===== src/rtl/nibble_serial_sub_pkg.sv =====
// Shared definitions for the nibble-serial subtractor: FSM state encoding and slice width.
package nibble_serial_sub_pkg;

  localparam int NIB_W = 4;

  typedef enum logic [1:0] {
    IDLE = 2'd0,
    RUN  = 2'd1,
    DONE = 2'd2
  } state_t;

endpackage


===== src/rtl/nibble_serial_sub_slice.sv =====
// Combinational 4-bit subtract with borrow in/out: {bout, d} = a - b - bin.
module sub4_slice
  import nibble_serial_sub_pkg::*;
(
  input  logic [NIB_W-1:0] a,
  input  logic [NIB_W-1:0] b,
  input  logic             bin,
  output logic [NIB_W-1:0] d,
  output logic             bout
);

  logic [NIB_W:0] diff;

  always_comb begin
    diff = {1'b0, a} - {1'b0, b} - {{NIB_W{1'b0}}, bin};
    d    = diff[NIB_W-1:0];
    bout = diff[NIB_W];
  end

endmodule


===== src/rtl/nibble_serial_sub.sv =====
// Multi-cycle unsigned subtractor Y = A - B - Bi, one nibble per cycle, LSB first,
// with valid/ready on both sides. Define SUB_OVF_EN to add the signed-overflow output ovf.
module nibble_serial_sub
  import nibble_serial_sub_pkg::*;
#(
  parameter int WIDTH = 8
) (
  input  logic             clk,
  input  logic             rst,
  input  logic             in_valid,
  output logic             in_ready,
  input  logic [WIDTH-1:0] A,
  input  logic [WIDTH-1:0] B,
  input  logic             Bi,
  output logic             out_valid,
  input  logic             out_ready,
  output logic [WIDTH-1:0] Y,
`ifdef SUB_OVF_EN
  output logic             ovf,
`endif
  output logic             Bo
);

  localparam int N  = WIDTH / NIB_W;
  localparam int CW = (N > 1) ? $clog2(N) : 1;

  state_t           state_q, state_d;
  logic [CW-1:0]    cnt_q, cnt_d;
  logic [WIDTH-1:0] a_q, a_d;
  logic [WIDTH-1:0] b_q, b_d;
  logic [WIDTH-1:0] y_q, y_d;
  logic             brw_q, brw_d;
  logic             bo_q, bo_d;
  logic [NIB_W-1:0] nib_d;
  logic             nib_bout;
  logic [WIDTH+NIB_W-1:0] y_shift;
`ifdef SUB_OVF_EN
  logic             a_msb_q, a_msb_d;
  logic             b_msb_q, b_msb_d;
  logic             ovf_q, ovf_d;
`endif

  sub4_slice u_slice (
    .a    (a_q[NIB_W-1:0]),
    .b    (b_q[NIB_W-1:0]),
    .bin  (brw_q),
    .d    (nib_d),
    .bout (nib_bout)
  );

  // Result nibbles enter at the top and shift down, so after N steps Y is aligned.
  assign y_shift = {nib_d, y_q};

  always_comb begin
    state_d = state_q;
    cnt_d   = cnt_q;
    a_d     = a_q;
    b_d     = b_q;
    y_d     = y_q;
    brw_d   = brw_q;
    bo_d    = bo_q;
`ifdef SUB_OVF_EN
    a_msb_d = a_msb_q;
    b_msb_d = b_msb_q;
    ovf_d   = ovf_q;
`endif
    case (state_q)
      IDLE: begin
        if (in_valid) begin
          a_d     = A;
          b_d     = B;
          brw_d   = Bi;
          cnt_d   = '0;
`ifdef SUB_OVF_EN
          a_msb_d = A[WIDTH-1];
          b_msb_d = B[WIDTH-1];
`endif
          state_d = RUN;
        end
      end
      RUN: begin
        a_d   = a_q >> NIB_W;
        b_d   = b_q >> NIB_W;
        brw_d = nib_bout;
        y_d   = y_shift[WIDTH+NIB_W-1:NIB_W];
        cnt_d = cnt_q + CW'(1);
        if (cnt_q == CW'(N - 1)) begin
          cnt_d   = '0;
          bo_d    = nib_bout;
`ifdef SUB_OVF_EN
          ovf_d   = (a_msb_q != b_msb_q) && (nib_d[NIB_W-1] != a_msb_q);
`endif
          state_d = DONE;
        end
      end
      DONE: begin
        if (out_ready) state_d = IDLE;
      end
      default: state_d = IDLE;
    endcase
  end

  always_ff @(posedge clk) begin
    if (rst) begin
      state_q <= IDLE;
      cnt_q   <= '0;
      a_q     <= '0;
      b_q     <= '0;
      y_q     <= '0;
      brw_q   <= 1'b0;
      bo_q    <= 1'b0;
`ifdef SUB_OVF_EN
      a_msb_q <= 1'b0;
      b_msb_q <= 1'b0;
      ovf_q   <= 1'b0;
`endif
    end else begin
      state_q <= state_d;
      cnt_q   <= cnt_d;
      a_q     <= a_d;
      b_q     <= b_d;
      y_q     <= y_d;
      brw_q   <= brw_d;
      bo_q    <= bo_d;
`ifdef SUB_OVF_EN
      a_msb_q <= a_msb_d;
      b_msb_q <= b_msb_d;
      ovf_q   <= ovf_d;
`endif
    end
  end

  assign in_ready  = (state_q == IDLE);
  assign out_valid = (state_q == DONE);
  assign Y         = y_q;
  assign Bo        = bo_q;
`ifdef SUB_OVF_EN
  assign ovf       = ovf_q;
`endif

endmodule


===== config.mk =====
export PLATFORM = sky130hd
export DESIGN_NAME = nibble_serial_sub
export DESIGN_NICKNAME = d
export VERILOG_FILES = /design/src/rtl/nibble_serial_sub_pkg.sv /design/src/rtl/nibble_serial_sub_slice.sv /design/src/rtl/nibble_serial_sub.sv
export SDC_FILE = /design/constraint.sdc
export NUM_CORES = 1
export LEC_CHECK = 0
export ABC_AREA = 1
export CELL_PAD_IN_SITES_DETAIL_PLACEMENT = 1
export CELL_PAD_IN_SITES_GLOBAL_PLACEMENT = 1
export CORE_ASPECT_RATIO = 2
export CORE_MARGIN = 10
export CORE_UTILIZATION = 32
export DETAILED_ROUTE_END_ITERATION = 16
export PLACE_DENSITY = 0.8
export RECOVER_POWER = 100
export SLEW_MARGIN = 10
export SYNTH_ARGS = -nofsm -noshare
export SYNTH_HDL_FRONTEND = slang
export SYNTH_SLANG_ARGS = --single-unit
export TNS_END_PERCENT = 20

===== constraint.sdc =====
create_clock -name clk -period 1.65 [get_ports clk]
set_input_delay 0.165 -clock clk [delete_from_list [all_inputs] [get_ports clk]]
set_output_delay 0.165 -clock clk [all_outputs]
set_load 0.005 [all_outputs]

==> summary by stage, run 1 <==
Floorplan
The die is ~66 um wide. The starting density of the core is 33.24%. The height of the chip is 112.6 um. The I/O pin count is 32.

The core region area is 4129 sq um. The number of placement rows is 33. The floorplan step defined a die boundary enclosing ~7500 sq um.

Global routing
The total global routing overflow is 0. The via count of the first global-routing pass is about 1400. The first global-routing pass estimated ~6200 um of wire.

The maximum number of pins on one net before global-route repair is 20. The initial antenna violation count is 0. Global routing used 10.91% of the available tracks across all layers.

Routing
In the routed design, unresolved DRC markers number 0. Wire segments on met2 add up to approximately 2200 um in the final route. Detailed routing inserted a total of about 1300 vias.

The sum of routed wire segments on met1 is approximately 1200 um. Dividing the detail-routed wire length by the instance count gives ~15 um. The length of the first detailed-routing pass in iterations is 3. The number of DRC markers after the initial detailed-route iteration is 37. The via count normalized by instance count is ~4.9. The wire length on met3 is between 150 and 200 um. In this run the remaining antenna-violating nets after routing total 0. The total detailed-routing wirelength is around 3800 um. The topmost layer with routed signal wires is met4.

Logic synthesis
The synthesized-area fraction occupied by adder cells is under 10%. The total nets after synthesis is slightly below 200. The synthesized area per cell is approximately 8.3 sq um. The share of the Yosys chip area taken by registers is 42.30%. Measured against the total synthesized area, the mux share comes to 0%. The post-synthesis instance area is about 1400 sq um. The cell count after synthesis came out at between 150 and 200. By area, the combinational part of the netlist is dominated by compound AO/OA/AOI/OAI gates.

Summing the areas of all compound-gate instances in the mapped netlist gives about a fifth of the synthesized area. The number of warning messages in the yosys log is 0. The post-synthesis cell type count is 28.

The simple-gate share of the synthesized area is a little under a fifth. The synthesized netlist devotes 0.6381% of its cell area to XOR and XNOR gates. The number of flip-flops and latches in the synthesized netlist is 29.

Setup path
The delay contributed by the slowest stage of the critical path is ~550 ps. The start of the worst register-to-register path is brw_q. The critical path contains buffers and inverters numbering 3 combined. The count of cells along the worst register-to-register path is 10. The type of the worst setup path is flop to flop. The worst register-to-register path ends at Y[7]. Data on the critical path is required at its endpoint by about 1800 ps.

In this design, the largest share of critical-path delay is due to adder cells. The slowest library cell on the worst path is sky130_fd_sc_hd__fa_2. Of all nets on the critical path, the largest fanout is 2. Following the worst setup path forward leads to its endpoint at Y[7]. The critical path goes through inv_2, fa_2, inv_2, ha_4, o21ai_2, nand3_1, nand2_1, nand3_1, nand2_1, inv_1. The data arrival time of the worst path is 1870 ps.

The slack of the worst reg-to-reg path is -30 ps. The element type at the critical path end is a flop. Counting buffers and inverters, the worst setup path is 10 cells deep. The startpoint of the most critical setup path is brw_q. The startpoint type of the worst setup path is a flop.

STA
The final count of pins violating max slew is 0. The fmax is 0.5944 GHz. Setup repair after global routing could not meet its margin everywhere. The final critical-path required period is ~1700 ps.

For the pin with the worst max-slew slack, the measured transition is approximately 430 ps. Measured against its own limit, the worst slew margin works out to a little under three quarters. The worst path setup slack after routing is -32.27 ps. Setup violations remaining at the end of the flow were counted as 1.

The final cycle utilization of the critical path is 102.0%. The final hold violation count is 0. The post-route clock skew is approximately 6.6 ps. Across all hold checks on the routed design, the worst slack comes to around 450 ps.

Clock network
The clock tree buffer depth is 2. The library cell used as clock root buffer is sky130_fd_sc_hd__clkbuf_8. The TritonCTS clock tree is built.

Counting the buffers created by CTS gives 5. The number of hold buffers added after CTS was 0. The number of H-tree levels is 2.

For this design, the sink count on the clock tree is 29. After clock tree synthesis, the clock-pin slew on the worst setup and hold paths is around 60 ps. The clock latency at the later pin of the worst-skew pair is around 290 ps.

Place
Input and output buffers added on the ports amount to 31. Detailed placement ended at an HPWL of 2924 um. The final weighted congestion in routability-driven placement is 0.7951.

Power
The power per cell area is ~1100 nW/um^2. The leakage power is roughly 0.00078 uW. VDD sags by at most ~640 uV.

Finish
At the end of the flow, the number of nets in the layout was approximately 230. The post-route netlist has 20.00% of its cells at a drive strength greater than 1. The number of fill cells in the layout is 499. The storage element area is between 500 and 600 sq um. The number of inserted diodes is 0.

Measured on the finished design, the core utilization comes to between 40% and 50%. The area of combinational cells with multiple inputs is 686.9 sq um. The area growth from synthesis to layout is 37.74%.

Min path
The tightest min-delay check is of the primary input to flop type. The worst hold path cell count is 3.

Status
The checks that failed: setup timing. The run finished, with violations left.

Job
Max-cap violations in this run came to 0.
-- flip-flops by register name (all words and copies together) (netlist names) --
register and count:
b_q 8, cnt_q 1, Bo 1, Y 8
a_q 8, state_q 2, brw_q 1
-- how the worst min path moves through the flow --
stage                       from      to  slack [ps]
after detailed placement  b_q[4]  b_q[4]         460
after global routing        B[7]  b_q[7]         470
after floorplan              rst  a_q[4]         230
after CTS                   B[4]  b_q[4]         450
after global placement    b_q[7]  b_q[7]         450
final                       B[5]  b_q[5]         450
-- worst reg2reg max path, stage by stage, from the launching register on --
cell and delay (ps):
sky130_fd_sc_hd__dfxtp_2 340, sky130_fd_sc_hd__inv_2 40, sky130_fd_sc_hd__fa_2 550, sky130_fd_sc_hd__inv_2 50, sky130_fd_sc_hd__ha_4 150, sky130_fd_sc_hd__o21ai_2 140
sky130_fd_sc_hd__nand3_1 90, sky130_fd_sc_hd__nand2_1 70, sky130_fd_sc_hd__nand3_1 60, sky130_fd_sc_hd__nand2_1 60, sky130_fd_sc_hd__inv_1 30
-- power by group --
part | total (uW) | switching, uW | internal (uW)
sequential | 818 | 45.6 | 772
combinational | 600 | 317 | 282
clock | 654 | 278 | 376
total | 2070 | 641 | 1430
-- synth_stat cells (all sizes together) --
master,number,area share (%)
inv,24,6.9
nand4,1,0.46
clkbuf,2,0.55
dfxtp,29,42
nand2,21,7.5
o22ai,8,3.6
ha,6,5.5
fa,2,2.9
a31oi,1,0.46
or2,3,1.5
o21ai,18,6.8
nor2,9,4.2
a21oi,25,9.9
xnor2,1,0.64
nand3,12,4.4
buf,4,2.3
-- per-stage QoR --
stage	instance area (sq um)	power [uW]	worst slack (ps)	setup TNS, ps	cells
2_1_floorplan	1373	1174	14.91	0	166
4_1_cts	1867	2080	-74.75	-167.2	257
3_3_place_gp	1754	1370	-37.63	-86.99	249
6_report	1891	2072	-32.27	-32.27	257
5_1_grt	1891	2201	-150.4	-343.4	257
3_5_place_dp	1754	1397	-100.1	-263.7	249
-- layout by cell type, fill, tap and decap left out, drive strengths merged, types with 2 or more instances in the layout --
cell / count
inv: 24
nand2: 21
nor2: 9
fa: 2
a21oi: 25
nand3: 12
clkdlybuf4s50: 28
dlygate4sd3: 3
o21ai: 18
dfxtp: 29
ha: 6
o22ai: 8
or2: 3
clkbuf: 7
buf: 6
-- kinds of logic after synthesis --
logic type	after synthesis
fa+ha+maj	8
xor+xnor	1
simple gates	46
compound gates	52
flops	29
buf+inv	30
-- routing by layer --
metal / global-route usage [%] / vias to the layer above
li1: - / 626
met1: 8.633 / 597
met2: 21.13 / 31
met3: 3.088 / 6
met4: 7.173 / 0
met5: 0 / -
-- what timing repair did --
item,in CTS,in global routing
pin swaps,2,5
endpoints found under the setup margin,4,6
setup buffers,0,0
gates resized for setup,7,10
-- final cells by class --
cell class | instances | share of cell area (%)
Sequential cell | 29 | 31.04
Tap cell | 52 | 3.441
Clock inverter | 1 | 0.2647
Clock buffer | 7 | 5.096
Multi-Input combinational cell | 107 | 36.33
Inverter | 24 | 5.030
Timing Repair Buffer | 37 | 18.80
(Power assumes the default switching activity.)
==> run 2, diff against run 1 <==
==> constraint.sdc (replaced) <==
create_clock -name clk -period 1.65 [get_ports clk]
set_input_delay 0.165 -clock clk [delete_from_list [all_inputs] [get_ports clk]]
set_output_delay 0.165 -clock clk [all_outputs]
set_load 0.01 [all_outputs]
==> run 2 against run 1 <==
Against the previous run: the run still ends with setup timing left; clock-buffer cell count unchanged; first-iteration DRC count is 2.7% lower; cell area increased by 0.27%; setup slack hardly changed; cell count stayed put; critical endpoint unchanged.
==> summary by stage, run 2 (same netlist as run 1, synthesis figures left out) <==
Setup path
The endpoint of the worst register-to-register path is Y[7]. The startpoint type of the worst setup path is a flop. The required time of the worst setup path was 1840 ps (about the same).

The count of cells along the worst register-to-register path is 10 (unchanged). The data arrival time of the worst path is 1870 ps (about the same). The slack of the worst reg-to-reg path is -30 ps (about the same). The startpoint identified for the worst register-to-register timing path is brw_q. The critical-path maximum fanout came to 2 (unchanged).

The worst setup path is captured at a flop. The type of the worst setup path is flop to flop.

Floorplan
The I/O pin count is 32 (unchanged). The core region area came to 4129 sq um (unchanged). The area of the die is 7468 sq um (unchanged). The number of placement rows was 33 (unchanged). The x dimension of the die is 66.31 um (unchanged). The height of the chip was 112.6 um (unchanged). The starting density of the core is 33.24% (unchanged).

Place
The total of buffers placed on input and output ports is 31 (unchanged). The final weighted congestion in routability-driven placement came to 0.7951 (unchanged). The detailed-placement wirelength estimate came to 2924 um (unchanged).

Clock network
TritonCTS built the clock tree. The total clock buffers created by CTS is 5 (unchanged). The clock latency at the later pin of the worst-skew pair is 290 ps (about the same). The number of H-tree levels was 2 (unchanged). In this run the clock root is driven by a sky130_fd_sc_hd__clkbuf_8. The clock transition at the registers of the reported paths is 60 ps (about the same). The count of clock tree sinks is 29 (unchanged). The post-CTS setup repair buffer count is 0 (unchanged). The clock tree buffer depth was 2 (unchanged). The number of hold buffers added after cts is 0 (unchanged).

STA
The post-route clock skew was 6.856 ps (+0.2199 ps). Setup repair after global routing could not meet its margin everywhere. The final hold violation count is 0 (unchanged).

The worst path setup slack after routing is -32.27 ps (+0.002500 ps). The headroom to the max-slew limit is 71.02% (about the same). The accumulated negative setup slack is -32.27 ps (+0.002500 ps). The final cycle utilization of the critical path is 102.0% (about the same). The post-route worst hold slack was 453.5 ps (-0.7520 ps).

The worst-margin pin slew is 434.2 ps (+0.03684 ps). The fmax came to 0.5944 GHz (about the same). The final critical-path required period is 1682 ps (-0.002500 ps).

The final count of pins violating max slew is 0 (unchanged). The number of endpoints failing setup at the final stage came to 1 (unchanged).

Global routing
The via count of the first global-routing pass is 1412 (unchanged). The maximum number of pins on one net before global-route repair is 20 (unchanged). The first-pass GRT wire length was 6237 um (unchanged). The total global routing overflow is 0 (unchanged). The initial antenna violation count was 0 (unchanged). The overall routing resource usage is 10.91% (unchanged).

Min path
The worst hold path class is primary input to flop. For hold timing, the worst endpoint is b_q[5]. The source of the worst hold timing path is B[5].

The worst hold path cell count came to 3 (unchanged).

Routing
The per-cell routed wire length is 14.71 um (+0.48%). The total detailed-routing wirelength is 3781 um (+0.48%). The number of DRC markers after the initial detailed-route iteration is 36 (-2.7%). The via count normalized by instance count is 4.887 (-0.32%). The overall via count from detail_route is 1256 (-0.32%). The number of remaining DRC errors is 0 (unchanged). The length of the first detailed-routing pass in iterations is 3 (unchanged). The number of nets with antenna violations after routing is 0 (unchanged).

Finish
Leaving out fill and tap cells, the most frequent cells in the layout are sky130_fd_sc_hd__clkdlybuf4s50_1, sky130_fd_sc_hd__dfxtp_1, sky130_fd_sc_hd__a21oi_1. The number of nets in the layout was 233 (unchanged). The utilization after layout came to 45.91% (+0.12 points). The proportion of layout cells with a drive suffix above 1 is 20.00% (unchanged).

The leading cell type in the layout, fill and taps excluded is sky130_fd_sc_hd__clkdlybuf4s50_1. The number of inserted diodes is 0 (unchanged). The signed area change from the synthesized netlist to the final layout is 38.10%.

Power
The leakage power was 0.0007925 uW (+1.9%). The worst IR drop on VDD is 641.3 uV (+0.27%). The power per cell area was 1100 nW/um^2 (+0.40%).

Job
The max-cap violation count is 0 (unchanged).

Status
The flow ran to the end, but the final reports show violations. The checks that failed: setup timing.
==> run 2: cell count changes in the layout (fill, tap and decap cells not counted) <==
cell / previous run / this run
sky130_fd_sc_hd__dlymetal6s2s_1: 0 / 2
sky130_fd_sc_hd__dlygate4sd3_1: 3 / 0
sky130_fd_sc_hd__clkdlybuf4s50_1: 28 / 29
==> run 2: what timing repair did <==
action,4_1_cts,5_1_grt
gates resized for setup,7,12
pin swaps,2,5
setup endpoints to repair,4,7
==> run 2: per-layer routing <==
metal | vias to the layer above | track usage, % | part of all wire [%]
met3 | 6 | 3.088 | 4.3
li1 | 625 | - | -
met5 | - | 0 | 0
met2 | 29 | 21.13 | 59
met1 | 596 | 8.633 | 33
met4 | 0 | 7.173 | 3.0
==> run 2: layout make-up <==
| type | count | area [sq um] |
|---|---|---|
| multi-input combinational | 107 | 686.9 |
| inverter | 24 | 95.09 |
| fill | 498 | 2233 |
| sequential | 29 | 586.8 |
| tap | 52 | 65.06 |
| clock inverter | 1 | 5.005 |
| clock buffer | 7 | 96.34 |
| timing repair buffer | 37 | 360.3 |
==> run 2: how the worst max path moves through the flow <==
| stage | slack, ps | startpoint | to | cells past startpoint |
|---|---|---|---|---|
| after floorplan | 10 | b_q[0] | Y[7] | 10 |
| after CTS | -70 | b_q[0] | Bo | 11 |
| after global routing | -150 | brw_q | Y[7] | 10 |
| final | -30 | brw_q | Y[7] | 10 |
| after global placement | -40 | b_q[0] | Bo | 11 |
| after detailed placement | -100 | b_q[0] | Y[7] | 10 |
==> run 2: critical path: stages (launching register included) <==
cell and delay, ps:
sky130_fd_sc_hd__dfxtp_2 340, sky130_fd_sc_hd__inv_2 40, sky130_fd_sc_hd__fa_2 550, sky130_fd_sc_hd__inv_2 50, sky130_fd_sc_hd__ha_4 150, sky130_fd_sc_hd__o21ai_2 140, sky130_fd_sc_hd__nand3_1 90, sky130_fd_sc_hd__nand2_1 70
sky130_fd_sc_hd__nand3_1 60, sky130_fd_sc_hd__nand2_1 60, sky130_fd_sc_hd__inv_1 30
==> run 2: through the flow <==
step           power (uW)  cell area [sq um]  worst slack, ps  std cells
3_3_place_gp         1380               1754           -37.63        249
4_1_cts              2091               1867           -74.75        257
6_report             2086               1896           -32.27        257
3_5_place_dp         1408               1754           -100.1        249
2_1_floorplan        1184               1373            14.91        166
5_1_grt              2213               1896           -150.4        257
==> run 2: where the power goes <==
group          switching (uW)  internal, uW
sequential               46.0           772
clock                     279           376
combinational             328           285
==> run 3, diff against run 2 <==
--- a/config.mk
+++ b/config.mk
@@ -6,6 +6,7 @@
 export NUM_CORES = 1
 export LEC_CHECK = 0
 export ABC_AREA = 1
+export ABC_CLOCK_PERIOD_IN_PS = 1650
 export CELL_PAD_IN_SITES_DETAIL_PLACEMENT = 1
 export CELL_PAD_IN_SITES_GLOBAL_PLACEMENT = 1
 export CORE_ASPECT_RATIO = 2
==> results of run 3 <==
No change in the layout: final DEF, timing and power equal those of run 2.
